$ cat src/rtl/imm_gen_pipe_if.sv
// Valid/ready bundle between decode and the immediate generator.
// The generator uses the slave view; whoever feeds and drains it uses master.
interface imm_gen_pipe_if #(
  parameter int XLEN  = 32,
  parameter int TAG_W = 5
);
  logic             in_valid;
  logic             in_ready;
  logic [31:0]      instr;
  logic [2:0]       fmt;
  logic [TAG_W-1:0] in_tag;
  logic             out_valid;
  logic             out_ready;
  logic [XLEN-1:0]  out_imm;
  logic [TAG_W-1:0] out_tag;
  logic             out_illegal;

  modport slave (
    input  in_valid, instr, fmt, in_tag, out_ready,
    output in_ready, out_valid, out_imm, out_tag, out_illegal
  );

  modport master (
    output in_valid, instr, fmt, in_tag, out_ready,
    input  in_ready, out_valid, out_imm, out_tag, out_illegal
  );
endinterface

$ cat src/rtl/imm_gen_pipe.sv
// Pipelined RV32/RV64 immediate generator with a main output register and a
// one-entry skid register, so in_ready comes straight from a flop.
module imm_gen_pipe #(
  parameter int XLEN  = 32,
  parameter int TAG_W = 5
) (
  input  logic          i_clk,
  input  logic          i_rst,
  imm_gen_pipe_if.slave io_bus
);

  typedef struct packed {
    logic [XLEN-1:0]  imm;
    logic [TAG_W-1:0] tag;
    logic             ill;
  } entry_t;

  // Builds a 64-bit sign/zero-extended immediate and trims it to XLEN.
  function automatic logic [XLEN-1:0] f_imm(input logic [31:0] ins, input logic [2:0] f);
    logic [63:0] v;
    v = 64'd0;
    case (f)
      3'd0:    v = {{52{ins[31]}}, ins[31:20]};
      3'd1:    v = {{52{ins[31]}}, ins[31:25], ins[11:7]};
      3'd2:    v = {{52{ins[31]}}, ins[7], ins[30:25], ins[11:8], 1'b0};
      3'd3:    v = {{32{ins[31]}}, ins[31:12], 12'd0};
      3'd4:    v = {{44{ins[31]}}, ins[19:12], ins[20], ins[30:21], 1'b0};
      3'd5: begin
        if (XLEN == 32) v = {59'd0, ins[24:20]};
        else            v = {58'd0, ins[25:20]};
      end
      default: v = 64'd0;
    endcase
    return v[XLEN-1:0];
  endfunction

  entry_t r_m;
  entry_t r_s;
  logic   r_m_valid;
  logic   r_s_valid;
  entry_t w_new;
  logic   w_accept;
  logic   w_unused_opcode;

  assign w_unused_opcode = ^io_bus.instr[6:0];

  assign w_new.imm = f_imm(io_bus.instr, io_bus.fmt);
  assign w_new.tag = io_bus.in_tag;
  assign w_new.ill = (io_bus.fmt == 3'd6) || (io_bus.fmt == 3'd7);
  assign w_accept  = io_bus.in_valid && !r_s_valid;

  // Main/skid storage: skid drains first, so it is never refilled while full.
  always_ff @(posedge i_clk) begin
    if (i_rst) begin
      r_m       <= '0;
      r_s       <= '0;
      r_m_valid <= 1'b0;
      r_s_valid <= 1'b0;
    end else if (r_s_valid) begin
      if (io_bus.out_ready) begin
        r_m       <= r_s;
        r_s_valid <= 1'b0;
      end else begin
        r_s_valid <= 1'b1;
      end
    end else if (w_accept) begin
      if (!r_m_valid || io_bus.out_ready) begin
        r_m       <= w_new;
        r_m_valid <= 1'b1;
      end else begin
        r_s       <= w_new;
        r_s_valid <= 1'b1;
      end
    end else if (io_bus.out_ready) begin
      r_m_valid <= 1'b0;
    end else begin
      r_m_valid <= r_m_valid;
    end
  end

  assign io_bus.in_ready    = !r_s_valid;
  assign io_bus.out_valid   = r_m_valid;
  assign io_bus.out_imm     = r_m.imm;
  assign io_bus.out_tag     = r_m.tag;
  assign io_bus.out_illegal = r_m.ill;

endmodule

$ cat src/flat_wrapper.sv
// flat-port wrapper written by rule: the top's interface ports become plain ports
module imm_gen_pipe_flat 
#(
  parameter int XLEN  = 32,
  parameter int TAG_W = 5
)
  (i_clk, i_rst, io_bus_in_valid, io_bus_instr, io_bus_fmt, io_bus_in_tag, io_bus_out_ready, io_bus_in_ready, io_bus_out_valid, io_bus_out_imm, io_bus_out_tag, io_bus_out_illegal);
  imm_gen_pipe_if #(.XLEN(XLEN), .TAG_W(TAG_W)) io_bus_i ();
  input  logic i_clk;
  input  logic i_rst;
  input wire logic [$bits(io_bus_i.in_valid)-1:0] io_bus_in_valid;
  input wire logic [$bits(io_bus_i.instr)-1:0] io_bus_instr;
  input wire logic [$bits(io_bus_i.fmt)-1:0] io_bus_fmt;
  input wire logic [$bits(io_bus_i.in_tag)-1:0] io_bus_in_tag;
  input wire logic [$bits(io_bus_i.out_ready)-1:0] io_bus_out_ready;
  output wire logic [$bits(io_bus_i.in_ready)-1:0] io_bus_in_ready;
  output wire logic [$bits(io_bus_i.out_valid)-1:0] io_bus_out_valid;
  output wire logic [$bits(io_bus_i.out_imm)-1:0] io_bus_out_imm;
  output wire logic [$bits(io_bus_i.out_tag)-1:0] io_bus_out_tag;
  output wire logic [$bits(io_bus_i.out_illegal)-1:0] io_bus_out_illegal;
  assign io_bus_i.in_valid = io_bus_in_valid;
  assign io_bus_i.instr = io_bus_instr;
  assign io_bus_i.fmt = io_bus_fmt;
  assign io_bus_i.in_tag = io_bus_in_tag;
  assign io_bus_i.out_ready = io_bus_out_ready;
  assign io_bus_in_ready = io_bus_i.in_ready;
  assign io_bus_out_valid = io_bus_i.out_valid;
  assign io_bus_out_imm = io_bus_i.out_imm;
  assign io_bus_out_tag = io_bus_i.out_tag;
  assign io_bus_out_illegal = io_bus_i.out_illegal;
  imm_gen_pipe #(.XLEN(XLEN), .TAG_W(TAG_W)) u_core (.i_clk(i_clk), .i_rst(i_rst), .io_bus(io_bus_i));
endmodule
$ cat config.mk
export PLATFORM = sky130hd
export DESIGN_NAME = imm_gen_pipe_flat
export DESIGN_NICKNAME = d
export VERILOG_FILES = /design/src/rtl/imm_gen_pipe_if.sv /design/src/rtl/imm_gen_pipe.sv /design/src/flat_wrapper.sv
export SDC_FILE = /design/constraint.sdc
export NUM_CORES = 1
export LEC_CHECK = 0
export BUFFER_PORTS_ARGS = -buffer_cell sky130_fd_sc_hd__buf_2
export CORE_ASPECT_RATIO = 0.7
export CORE_MARGIN = 3
export CORE_UTILIZATION = 50
export CTS_BUF_LIST = sky130_fd_sc_hd__clkbuf_2
export CTS_CLUSTER_SIZE = 16
export DETAILED_ROUTE_END_ITERATION = 10
export PLACE_DENSITY = 0.74
export REMOVE_ABC_BUFFERS = 1
export SYNTH_ARGS = -nofsm -noshare
export SYNTH_HDL_FRONTEND = slang
export SYNTH_SLANG_ARGS = --single-unit
$ cat constraint.sdc
create_clock -name i_clk -period 2.1 [get_ports i_clk]
set_clock_uncertainty 0.1 [all_clocks]
set_input_delay 0.105 -clock i_clk [delete_from_list [all_inputs] [get_ports i_clk]]
set_output_delay 0.105 -clock i_clk [all_outputs]
set_load 0.01 [all_outputs]
# Word level (Yosys, flattened, before mapping)
# Index checks and enable logic that the tools add are counted.
# classes
eq_ne	9
mux	12
bitwise	2
reduce_logical	12
# op_table
cell	n
case mux 32 bit (6 select lines)	1
two-way mux 38 bit	4
== test 3 bit (second input constant)	4
AND reduction 3 bit	3
two-way mux 1 bit	7
== test 3 x 2 -> 1 bit (second input constant)	2
nonzero test 2 bit	3
!= test 2 bit (second input constant)	2
== test 3 x 1 -> 1 bit (second input constant)	1
logical NOT 3 bit	1
logical NOT 1 bit	2
logical OR 1 bit	2
inverter 1 bit	2
logical AND 1 bit	1
# word_totals
regBits	78
input_bits	44
word_cells	43

# Depth between registers and ports, before layout
# Gate-level depths: netlist (run 1).
# logic_depth
ltp_word	5
mapped_depth	7

# Worst setup path before layout (run 1)
# Ideal clock, no wire load.
# synth_timing
kind	flip-flop to flip-flop
startpoint	reg u_core.r_s_valid
endpoint	reg u_core.r_s[28] (netlist bit)
setup_time_ns	0.132
t_arrival_ns	1.320
t_required_ns	1.868
setup_slack_ns	0.548
path_stages_with_launch	7
path_buffers	2
synth_period_minus_slack_ns	1.552
path_cell_list	dfxtp_1 > buf_6 > or2b_4 > or2_4 > buf_6 > a211oi_1 > nor3_1
# synth_via
elab_chain_len	3
elab_cells_between_ends	4
# synth_rtl
element	line_no	rtl
start: declaration	imm_gen_pipe.sv:40	logic r_s_valid;
start signal: assignment	imm_gen_pipe.sv:58	r_s_valid <= 1'b0;
start signal: assignment	imm_gen_pipe.sv:62	r_s_valid <= 1'b0;
start signal: assignment	imm_gen_pipe.sv:64	r_s_valid <= 1'b1;
logical NOT 1 bit	imm_gen_pipe.sv:50	assign w_accept = io_bus.in_valid && !r_s_valid;
logical AND 1 bit	imm_gen_pipe.sv:50	
AND reduction 3 bit (no line) (*)	--	
end signal: assignment	imm_gen_pipe.sv:71	r_s <= w_new;
end: declaration	imm_gen_pipe.sv:38	entry_t r_s;
# Every way passes the cells marked *; elsewhere a longest branch is shown, timed or not.
# A chain may end at the register's enable or synchronous reset.

# Worst setup path after layout (run 1)
# layout_timing
startpoint	reg u_core.r_s_valid
endpoint	out io_bus_in_ready
# layout_via
elab_chain_len	1
# layout_rtl
element	line_no	rtl
logical NOT 1 bit	imm_gen_pipe.sv:81	assign io_bus.in_ready = !r_s_valid;
end: declaration	flat_wrapper.sv:16	output wire logic [$bits(io_bus_i.in_ready)-1:0] io_bus_in_ready;
# Every way passes these cells.

==> metrics.md, run 1 <==
| Metric | Value |
|---|---|
| Hold Path Depth | `4` |
| Seq pwr share | `50.3%` |
| Main combinational cell family by area after synthesis | `compound AO/OA/AOI/OAI gates` |
| Synth Area in Compound Gates | `27.8%` |
| Mux cell area share after synthesis | `2.56%` |
| Slew of the pin with the lowest slew margin | `707 ps` |
| Row count | `26` |
| Synth Area in Simple Gates | `22.6%` |
| Placed cell areas | `4330 um2` |
| DPL Wire Length | `6.76 mm` |
| GR Util All Layers | `24.0%` |
| Post-DRT Antenna Nets | `0` |
| FF+latch count, synth | `78` |
| Status | `finished clean` |
| Final hold violation count | `0` |
| FF/Latch Area | `1560 um2` |
| Tot Pwr | `3.18 mW` |
| Yosys top cell area share | `40.0%` |
| Crit Path Class | `reg -> out` |
| Switch Pwr | `0.948 mW` |
| Die width | `112 um` |
| CP Launch Type | `flip-flop` |
| Clock share of power | `30.4%` |
| Antenna fix cells | `0` |
| Vias per std cell | `5.89` |
| Fillers | `637` |
| Avg Inst Size Synth | `8.85 um2` |
| Clk sink count | `78` |
| Clock transition at path regs | `220 ps` |
| Post-synth top area cell | `dfxtp_1` |
| # IOs | `84` |
| Max Slew Vio Count | `0` |
| Hold path start | `io_bus_in_tag[3]` |
| H-tree depth | `3` |
| Library cells used by synthesis | `47` |
| Slew HR | `52.4%` |
| Reg2Reg Depth | `5` |
| Crit end category | `primary output` |
| Pleak | `1.94 nW` |
| Vias in the first global route | `3,546` |
| Initial DRC Count | `361` |
| Starting Density | `52.4%` |
| Crit share post-route | `91.2%` |
| CTS tree | `done` |
| Max clock buf depth | `2` |
| Worst vdd ir | `0.000381 V` |
| Area grow syn2layout | `24.1%` |
| Hold crit path type | `in -> reg` |
| Critical Path RT | `1890 ps` |
| WHS Endpoint | `u_core.r_s[4]` |
| Post-route cell area | `4840 um2` |
| Share of layout cells above drive strength 1 | `27.0%` |
| Sw Ratio | `29.8%` |
| Clock latency on the worst-skew pair | `540 ps` |
| Crit path max fanout | `10` |
| Core ar. | `7450 um2` |
| RSZ-0062 raised after global routing | `false` |
| Vias | `3,779` |
| Die H | `79.9 um` |
| Worst r2r dst | `u_core.r_s[12]` |
| IO Port Bufs | `76` |
| Yosys Warn Count | `0` |
| Setup bufs post-CTS | `0` |
| Total grt overflow | `0` |
| Post-Synthesis Cell Area | `3900 um2` |
| Post-synthesis cell count | `441` |
| Worst hold margin | `243 ps` |
| Fmax | `0.522 GHz` |
| Root buf cell | `clkbuf_2` |
| Final Setup Violations | `0` |
| Multi-input gate area | `2090 um2` |
| Routed WL | `10.5 mm` |
| Worst r2r src | `u_core.r_s_valid` |
| Wire length per cell | `16.3 um` |
| MaxCap Viol Count | `0` |
| Gpl congestion | `0.843` |
| Nets@finish | `583` |
| Period minus WS final | `1910 ps` |
| R2R setup slack | `380 ps` |
| Top cells by area, synth | `dfxtp_1, a21oi_1, nor2_1` |
| Initial antenna violation count | `0` |
| Full die area | `8920 um2` |
| Gate power share | `19.3%` |
| Post-Synth XOR/XNOR Area | `0%` |
| Sequential fraction of the synthesis area | `40.0%` |
| DRT Pass-1 Iters | `5` |
| CTS Buf Count | `9` |
| First-pass GRT wire length | `17.4 mm` |
| Internal power | `2.23 mW` |
| Pwr/cell area | `656 nW/um2` |
| Post-Synth Adder-Cell Area | `0.288%` |
| Largest net degree at the start of global routing | `58` |
| Residual DRC | `0` |
| Worst endpoint data arrival time | `1710 ps` |
[power by group through the flow]
stage / Combinational (mW) / Clock [mW] / Sequential [mW]
floorplan: 0.272 / 0 / 1.65
global placement: 0.539 / 0 / 1.63
detailed placement: 0.551 / 0 / 1.63
CTS: 0.606 / 0.984 / 1.60
global route: 0.670 / 1.05 / 1.61
finish: 0.612 / 0.967 / 1.60
[kinds of logic (layout without fill, tap and decap cells)]
group	Yosys count	after routing
multiplexers	10	10
AND/OR/NAND/NOR	165	165
flip-flops	78	78
adder cells (fa/ha/maj)	1	1
AO/OA/AOI/OAI	137	137
buffers and inverters	50	153
[metrics by stage]
stage | setup slack [ps] | cells | util [%] | setup TNS [ps]
3_3_place_gp | 425 | 589 | 58.1 | 0
5_1_grt | 76.2 | 642 | 65.0 | 0
3_5_place_dp | 384 | 589 | 58.1 | 0
4_1_cts | 88.3 | 642 | 65.0 | 0
2_1_floorplan | -910 | 395 | - | -27520
6_report | 185 | 642 | 65.0 | 0
[sequential cells by signal, indices dropped and copies added, names as in the netlist]
name / cells
u_core.r_s: 38
u_core.io_bus.out_imm: 32
u_core.io_bus.out_tag: 5
u_core.io_bus.out_illegal: 1
u_core.io_bus.out_valid: 1
u_core.r_s_valid: 1
[final cells by class]
type,instances,area share (%)
clock buffer,9,0.930
clock inverter,7,1.99
inverter,4,0.387
multi-input combinational,313,43.1
sequential,78,32.3
tap,98,2.53
timing repair buffer,133,18.9
[cell usage after synthesis (all sizes together)]
| cell | number |
|---|---|
| a21o | 1 |
| a211oi | 37 |
| or2 | 1 |
| nand3 | 9 |
| dfxtp | 78 |
| o221a | 2 |
| nor3b | 1 |
| a21oi | 43 |
| a311o | 1 |
| o21ai | 7 |
| nor4bb | 1 |
| nor2 | 58 |
| o21a | 3 |
| o41ai | 12 |
| o31ai | 1 |
| inv | 3 |
| o22ai | 4 |
| a211o | 1 |
| and2 | 2 |
| nor3 | 21 |
| nand2 | 25 |
| a221oi | 6 |
| nand2b | 7 |
| o22a | 9 |
| mux2i | 10 |
| nand4b | 9 |
| maj3 | 1 |
| or2b | 1 |
| nor2b | 5 |
| and2b | 1 |
| nand3b | 22 |
| clkinv | 1 |
| buf | 28 |
| or3 | 2 |
| o211ai | 10 |
| clkbuf | 18 |
[critical path, stage by stage, from the launching register on]
cell and delay [ps]:
dfxtp_2 510, clkinvlp_4 270, buf_4 250, buf_2 140
[placed cells by master (no fill, tap or decap), types with 2 or more instances in the layout]
master         instances
a221oi_1               6
a21oi_1               43
clkinv_2               2
buf_2                 76
inv_1                  3
a211oi_2              11
nand3b_1              22
clkbuf_2               9
nand2b_1               6
nor2_1                56
o41ai_1                2
nor2b_1                4
o41ai_2               10
inv_6                  2
dlygate4sd3_1         37
o21ai_0                7
o211ai_1              10
o22ai_1                3
buf_4                 19
nor3_1                21
nand4b_1               9
dfxtp_1               77
or3_1                  2
a211oi_1              26
mux2i_1               10
nand2_1               25
o22a_1                 9
o221a_2                2
nand3_1                9
o21a_1                 3
bufinv_16              2
[routing by layer]
| metal | vias up | wire length, um | GRT usage, % |
|---|---|---|---|
| li1 | 1820 | - | - |
| met1 | 1752 | 4780 | 32.6 |
| met2 | 170 | 4590 | 36.4 |
| met3 | 37 | 832 | 6.14 |
| met4 | 0 | 261 | 9.48 |
| met5 | - | 0 | 0 |
[timing repair]
item / in CTS / in global routing
setup endpoints to repair: 0 / 1
gates resized for setup: 0 / 1
hold endpoints to repair: 75 / 0
hold buffers: 37 / 0
[worst max-delay path by stage]
stage	from	to	slack, ps	cells after the start
finish	u_core.r_s_valid	io_bus_in_ready	190	3
global route	u_core.r_s_valid	io_bus_in_ready	80	3
CTS	u_core.r_s_valid	io_bus_in_ready	90	3
detailed placement	io_bus_fmt[1]	u_core.io_bus.out_imm[30]	380	6
global placement	io_bus_fmt[1]	u_core.io_bus.out_imm[21]	430	6
floorplan	u_core.r_s_valid	u_core.io_bus.out_imm[12]	-910	4
No activity file was read; power rests on OpenSTA's default activity.
==> inputs of run 2 (changes only) <==
- ABC_AREA: not set -> 1
- PLACE_DENSITY: 0.74 -> 0.75
==> run 2 against run 1 <==
  * Worst setup slack lost 110 ps
  * Combinational power is essentially flat
  * Synthesized cell count grew 19%
  * Fmax shrank 5.3%
  * Via count grew 2.4%
  * Cell count grew 12%
  * Critical endpoint is now u_core.r_s_valid
  * Register-to-register slack lost 300 ps
  * Hold slack lost 160 ps
  * Sequential power is essentially flat
  * Critical path type is now reg -> reg
==> metrics.md, run 2 <==
| Metric | Value |
|---|---|
| Post-layout util | `65.3% (was 65.0%)` |
| Post-DRT Antenna Nets | `0 (unchanged)` |
| Setup crit start | `u_core.io_bus.out_valid (was u_core.r_s_valid)` |
| Critical Path RT | `2440 ps (was 1890 ps)` |
| Die width | `108 um (was 112 um)` |
| Residual DRC | `0 (unchanged)` |
| Post-synth top area cell | `dfxtp_1 (unchanged)` |
| Mux cell area share after synthesis | `0% (was 2.56%)` |
| Root buf cell | `clkbuf_2 (unchanged)` |
| Sequential fraction of the synthesis area | `42.9% (was 40.0%)` |
| R2R setup slack | `80 ps (was 380 ps)` |
| Largest net degree at the start of global routing | `43 (was 58)` |
| # IOs | `84 (unchanged)` |
| Yosys Warn Count | `0 (unchanged)` |
| Commonest non-fill, non-tap cell in the layout | `nand2_1 (was dfxtp_1)` |
| Crit path cell chain | `nand2_1, nor3_4, inv_2, a21oi_1, dlygate4sd3_1 (was clkinvlp_4, buf_4, buf_2)` |
| Fmax | `0.495 GHz (was 0.522 GHz)` |
| Vias per std cell | `5.36 (was 5.89)` |
| Max clock buf depth | `2 (unchanged)` |
| Final hold violation count | `0 (unchanged)` |
| Ys async rst share | `0% (unchanged)` |
| GR Util All Layers | `25.3% (was 24.0%)` |
| Crit share post-route | `96.2% (was 91.2%)` |
| CTS Buf Count | `9 (unchanged)` |
| Vias | `3,869 (was 3,779)` |
| Reg2Reg Depth | `5 (unchanged)` |
| DRT Pass-1 Iters | `5 (unchanged)` |
| Pwr/cell area | `667 nW/um2 (was 656 nW/um2)` |
| Clk sink count | `78 (unchanged)` |
| IO Port Bufs | `76 (unchanged)` |
| DPL Wire Length | `6.10 mm (was 6.76 mm)` |
| Main combinational cell family by area after synthesis | `compound AO/OA/AOI/OAI gates (unchanged)` |
| Crit end category | `flip-flop (was primary output)` |
| Synth Area in Compound Gates | `22.8% (was 27.8%)` |
| Total grt overflow | `0 (unchanged)` |
| Initial antenna violation count | `0 (unchanged)` |
| Die H | `77.4 um (was 79.9 um)` |
| Crit Path Class | `reg -> reg (was reg -> out)` |
| Core ar. | `6910 um2 (was 7450 um2)` |
| Top cells by area, synth | `dfxtp_1, nand2_1, a21oi_1 (was dfxtp_1, a21oi_1, nor2_1)` |
| Post-Synthesis Cell Area | `3640 um2 (was 3900 um2)` |
| Initial DRC Count | `326 (was 361)` |
| Post-Synth Adder-Cell Area | `0% (was 0.288%)` |
| Worst endpoint data arrival time | `2360 ps (was 1710 ps)` |
| Row count | `25 (was 26)` |
| Worst r2r dst | `u_core.r_s_valid (was u_core.r_s[12])` |
| Routed WL | `10.3 mm (was 10.5 mm)` |
| First-pass GRT wire length | `17.0 mm (was 17.4 mm)` |
| Antenna fix cells | `0 (unchanged)` |
| FF+latch count, synth | `78 (unchanged)` |
| WHS Endpoint | `u_core.io_bus.out_illegal (was u_core.r_s[4])` |
| Clock latency on the worst-skew pair | `530 ps (was 540 ps)` |
| Worst vdd ir | `0.000352 V (was 0.000381 V)` |
| Wire length per cell | `14.2 um (was 16.3 um)` |
| Post-synthesis cell count | `525 (was 441)` |
| GRT Max-Usage Layer | `met2 (unchanged)` |
| Pleak | `2.30 nW (was 1.94 nW)` |
| Predominant post-synthesis flop cell | `dfxtp_1 (unchanged)` |
| Final Setup Violations | `0 (unchanged)` |
| RSZ-0062 raised after global routing | `true (was false)` |
| Starting Density | `52.7% (was 52.4%)` |
| Worst path slowest cell | `dlygate4sd3_1 (was dfxtp_2)` |
| Clock transition at path regs | `200 ps (was 220 ps)` |
| Nets@finish | `668 (was 583)` |
| GRT met2 Usage | `42.2% (was 36.4%)` |
| Commonest cells after routing, fill and taps aside | `nand2_1, a21oi_1, dfxtp_1 (was dfxtp_1, buf_2, nor2_1)` |
| Slew HR | `57.5% (was 52.4%)` |
| MaxCap Viol Count | `0 (unchanged)` |
| Post-synth top cells | `nand2_1, a21oi_1, dfxtp_1 (was dfxtp_1, nor2_1, a21oi_1)` |
| Placed cell areas | `3990 um2 (was 4330 um2)` |
| Max Slew Vio Count | `0 (unchanged)` |
| Yosys top cell area share | `42.9% (was 40.0%)` |
| Post-route cell area | `4510 um2 (was 4840 um2)` |
| CP Launch Type | `flip-flop (unchanged)` |
| Delay-heaviest family, CP | `buffers and inverters (unchanged)` |
| Vias in the first global route | `3,611 (was 3,546)` |
| Setup bufs post-CTS | `0 (unchanged)` |
| H-tree depth | `3 (unchanged)` |
| Met1 Use GR | `33.0% (was 32.6%)` |
| CP peak stage delay | `600 ps (was 510 ps)` |
| Status | `finished clean (unchanged)` |
| Crit path max fanout | `35 (was 10)` |
| Avg Inst Size Synth | `6.94 um2 (was 8.85 um2)` |
| Hold crit path type | `in -> reg (unchanged)` |
| Max reg flops | `38 (unchanged)` |
| Post-Synth XOR/XNOR Area | `0% (unchanged)` |
| Library cells used by synthesis | `26 (was 47)` |
| Gpl congestion | `0.846 (was 0.843)` |
| Count leader, synth | `nand2_1 (was dfxtp_1)` |
| CTS tree | `done (unchanged)` |
| Synth Area in Simple Gates | `22.6% (about the same)` |
| Tot Pwr | `3.01 mW (was 3.18 mW)` |
| Buf/Inv on CP | `2 (was 3)` |
| Share of layout cells above drive strength 1 | `17.5% (was 27.0%)` |
| Worst r2r src | `u_core.io_bus.out_valid (was u_core.r_s_valid)` |
| Period minus WS final | `2020 ps (was 1910 ps)` |
| M3 GR Usage | `6.23% (was 6.14%)` |
| Area grow syn2layout | `24.0% (was 24.1%)` |
| Slew of the pin with the lowest slew margin | `636 ps (was 707 ps)` |
| Number of synthesized flops with an enable pin | `0 (unchanged)` |
| Biggest register | `u_core.r_s (unchanged)` |
| Hold Path Depth | `5 (was 4)` |
| Full die area | `8360 um2 (was 8920 um2)` |
| Hold path start | `io_bus_fmt[1] (was io_bus_in_tag[3])` |
==> run 2: changes by cell type in the layout (fill, tap and decap cells not counted), sizes merged, moves of 10 or more <==
cell / before / now
a211oi: 37 / 2
a21oi: 43 / 81
o21ai: 7 / 70
o41ai: 12 / 0
buf: 96 / 85
nor3: 21 / 1
nand2: 25 / 117
inv: 5 / 49
nand4: 0 / 12
mux2i: 10 / 0
nand3b: 22 / 0
==> run 2: layer usage <==
metal	vias up	wire [um]
met5	-	0
met4	0	204
met3	26	741
met2	162	4810
met1	1775	4510
li1	1906	-
==> run 2: worst reg2reg max path: cells and delay by family (launching register included) <==
| family | cells | cell delay, ps |
|---|---|---|
| compound gates | 1 | 170 |
| simple gates | 2 | 230 |
| buf+inv | 2 | 1070 |
| flops | 1 | 370 |
==> run 2: cell families (layout without fill, tap and decap cells) <==
| group | Yosys count | in the layout |
|---|---|---|
| buffers and inverters | 89 | 192 |
| DFF | 78 | 78 |
| AOI/OAI and AO/OA | 161 | 161 |
| and+or+nand+nor | 197 | 197 |
==> run 2: per-stage QoR <==
step / std cells / setup WS, ps / setup TNS [ps] / hold slack (ps)
floorplan: 486 / -814 / -39820 / 74.1
global placement: 665 / 563 / 0 / 283
detailed placement: 665 / 476 / 0 / 279
CTS: 722 / 27.0 / 0 / 15.9
global route: 722 / -11.2 / -11.2 / 59.0
finish: 722 / 78.9 / 0 / 79.9
==> run 2: how the worst max path moves through the flow <==
stage / to / slack [ps] / cells past startpoint
5_1_grt: u_core.r_s_valid / -10 / 5
6_report: u_core.r_s_valid / 80 / 5
3_3_place_gp: u_core.io_bus.out_imm[24] / 560 / 7
4_1_cts: u_core.r_s[3] / 30 / 6
3_5_place_dp: u_core.r_s[34] / 480 / 7
2_1_floorplan: u_core.io_bus.out_illegal / -810 / 6
==> run 2: layout make-up <==
cell class | instances | area [um2]
Clock buffer | 10 | 50.0
Timing Repair Buffer | 127 | 888
Sequential cell | 78 | 1560
Multi-Input combinational cell | 358 | 1660
Tap cell | 94 | 118
Inverter | 50 | 190
Clock inverter | 5 | 51.3
Fill cell | 620 | 2400
==> run 2: where the power goes <==
| part | internal (mW) | total, mW | switching [mW] |
|---|---|---|---|
| clock | 0.265 | 0.777 | 0.512 |
| combinational | 0.247 | 0.610 | 0.363 |
| sequential | 1.58 | 1.62 | 0.0471 |
| total | 2.09 | 3.01 | 0.921 |
==> run 2: repair_timing <==
action / 4_1_cts / 5_1_grt
gates resized for setup: 0 / 3
endpoints found under the hold margin: 78 / 0
hold buffers: 42 / 0
setup endpoints to repair: 0 / 2
==> inputs of run 3 (changes only) <==
- ABC_AREA: 1 -> not set
- CORE_MARGIN: 3 -> 5
- PLACE_DENSITY: 0.75 -> 0.74
==> run 3 against run 2 <==
  * Routed wire length is 7.1% higher
  * Clock-buffer cell count unchanged
  * Hold slack better by 170 ps
  * Core utilization shrank 1.5 points
  * Power up 8.6%
  * Non-clock buffer count up 13
  * Critical path type unchanged
  * Critical endpoint is now u_core.r_s[10]
  * Largest power group unchanged
  * Highest routed layer unchanged
==> metrics.md, run 3 (synthesis results as in run 1) <==
| Metric | Value |
|---|---|
| Routed WL | `11.0 mm (was 10.3 mm)` |
| DPL Wire Length | `7.07 mm (was 6.10 mm)` |
| Starting Density | `50.5% (was 52.7%)` |
| Clock latency on the worst-skew pair | `530 ps (about the same)` |
| Wire length per cell | `16.8 um (was 14.2 um)` |
| GR Util All Layers | `22.4% (was 25.3%)` |
| Crit Path Class | `reg -> reg (unchanged)` |
| Fillers | `619 (was 620)` |
| Crit end category | `flip-flop (unchanged)` |
| # IOs | `84 (unchanged)` |
| Initial DRC Count | `349 (was 326)` |
| Crit share post-route | `97.7% (was 96.2%)` |
| H-tree depth | `3 (unchanged)` |
| Max reg flops | `38 (unchanged)` |
| Post-DRT Antenna Nets | `0 (unchanged)` |
| Place WS | `381 ps (was 476 ps)` |
| Full die area | `9710 um2 (was 8360 um2)` |
| Worst path slowest cell | `dlygate4sd3_1 (unchanged)` |
| Max Slew Vio Count | `0 (unchanged)` |
| Share of layout cells above drive strength 1 | `27.3% (was 17.5%)` |
| Nets@finish | `592 (was 668)` |
| Biggest register | `u_core.r_s (unchanged)` |
| CP Launch Type | `flip-flop (unchanged)` |
| Die H | `83.9 um (was 77.4 um)` |
| Multi-input gate area | `2100 um2 (was 1660 um2)` |
| Initial antenna violation count | `1 (was 0)` |
| First-pass GRT wire length | `17.7 mm (was 17.0 mm)` |
| Crit path max fanout | `15 (was 35)` |
| Vias per std cell | `5.85 (was 5.36)` |
| Vias in the first global route | `3,621 (was 3,611)` |
| Period minus WS final | `2050 ps (was 2020 ps)` |
| Slew of the pin with the lowest slew margin | `688 ps (was 636 ps)` |
| Max clock buf depth | `2 (unchanged)` |
| Placed cell areas | `4330 um2 (was 3990 um2)` |
| Pwr/cell area | `663 nW/um2 (was 667 nW/um2)` |
| Worst endpoint data arrival time | `2400 ps (was 2360 ps)` |
| DRT Pass-1 Iters | `5 (unchanged)` |
| Root buf cell | `clkbuf_2 (unchanged)` |
| Hold crit path type | `in -> reg (unchanged)` |
| Delay-heaviest family, CP | `simple AND/OR/NAND/NOR gates (was buffers and inverters)` |
| Clk sink count | `78 (unchanged)` |
| Worst vdd ir | `0.000310 V (was 0.000352 V)` |
| Final Setup Violations | `0 (unchanged)` |
| MaxCap Viol Count | `0 (unchanged)` |
| Area grow syn2layout | `26.3% (was 24.0%)` |
| Fmax | `0.487 GHz (was 0.495 GHz)` |
| Crit path cell chain | `or2b_4, or2_4, nand2_1, a21oi_1, dlygate4sd3_1 (was nand2_1, nor3_4, inv_2, a21oi_1, dlygate4sd3_1)` |
| CTS tree | `done (unchanged)` |
| Commonest non-fill, non-tap cell in the layout | `dfxtp_1 (was nand2_1)` |
| Final worst slack | `47.9 ps (was 78.9 ps)` |
| Pleak | `1.96 nW (was 2.30 nW)` |
| Total grt overflow | `0 (unchanged)` |
| CTS Buf Count | `9 (unchanged)` |
| Die width | `116 um (was 108 um)` |
| Critical Path RT | `2450 ps (was 2440 ps)` |
| Commonest cells after routing, fill and taps aside | `dfxtp_1, buf_2, nor2_1 (was nand2_1, a21oi_1, dfxtp_1)` |
| Slew HR | `54.0% (was 57.5%)` |
| Row count | `27 (was 25)` |
| Post-route cell area | `4930 um2 (was 4510 um2)` |
| Residual DRC | `0 (unchanged)` |
| Clock transition at path regs | `220 ps (was 200 ps)` |
| Buf/Inv on CP | `1 (was 2)` |
| FF/Latch Area | `1570 um2 (was 1560 um2)` |
| Vias | `3,831 (was 3,869)` |
| Final hold violation count | `0 (unchanged)` |
| Core ar. | `7740 um2 (was 6910 um2)` |
| IO Port Bufs | `76 (unchanged)` |
| Status | `finished clean (unchanged)` |
| CP peak stage delay | `560 ps (was 600 ps)` |
| Gpl congestion | `0.831 (was 0.846)` |
| RSZ-0062 raised after global routing | `false (was true)` |
| Largest net degree at the start of global routing | `42 (was 43)` |
run 3: final cells by class:
class	count	area share, %
multi-input combinational	315	42.6
sequential	78	31.7
timing repair buffer	140	19.5
tap	101	2.56
clock inverter	6	2.23
clock buffer	10	1.01
inverter	4	0.304
antenna	1	0.0507
run 3: path summary, 6_finish.rpt:
check                    from             end  slack, ps  depth (start not counted)
min reg2reg    u_core.r_s[37]  u_core.r_s[37]        370                          2
max reg2reg  u_core.r_s_valid  u_core.r_s[10]         50                          5
max          u_core.r_s_valid  u_core.r_s[10]         50                          5
min          io_bus_in_tag[4]   u_core.r_s[5]        250                          4
run 3: power by group:
group          internal [mW]  switching (mW)  total [mW]
Sequential              1.56          0.0422        1.60
Clock                  0.516           0.532        1.05
Combinational          0.273           0.348       0.621
run 3: timing repair:
item                                    CTS  global route
endpoints found under the hold margin    75             0
hold buffers                             40             0
endpoints found under the setup margin    0             4
gates resized for setup                   0             1
setup buffers                             0             3
run 3: routing by layer:
layer  vias up  global-route usage, %  routed length [um]
met1      1794                   31.2                4940
li1       1841                      -                   -
met5         -                      0                   0
met4         0                   7.48                 174
met3        18                   5.00                 891
met2       178                   34.1                4990
run 3: stage by stage:
stage	power (mW)	TNS, ps	util (%)	instances	hold slack [ps]
finish	3.27	0	63.8	655	251
global route	3.42	0	63.8	655	209
CTS	3.28	0	63.2	649	205
detailed placement	2.18	0	55.9	593	265
global placement	2.16	0	55.9	593	262
floorplan	1.93	-27520	-	395	74.1
run 3: tightest hold or removal path, cell delays in order:
cell and delay, ps:
dlygate4sd3_1 530, buf_2 120, nand2_1 50, a21oi_1 50
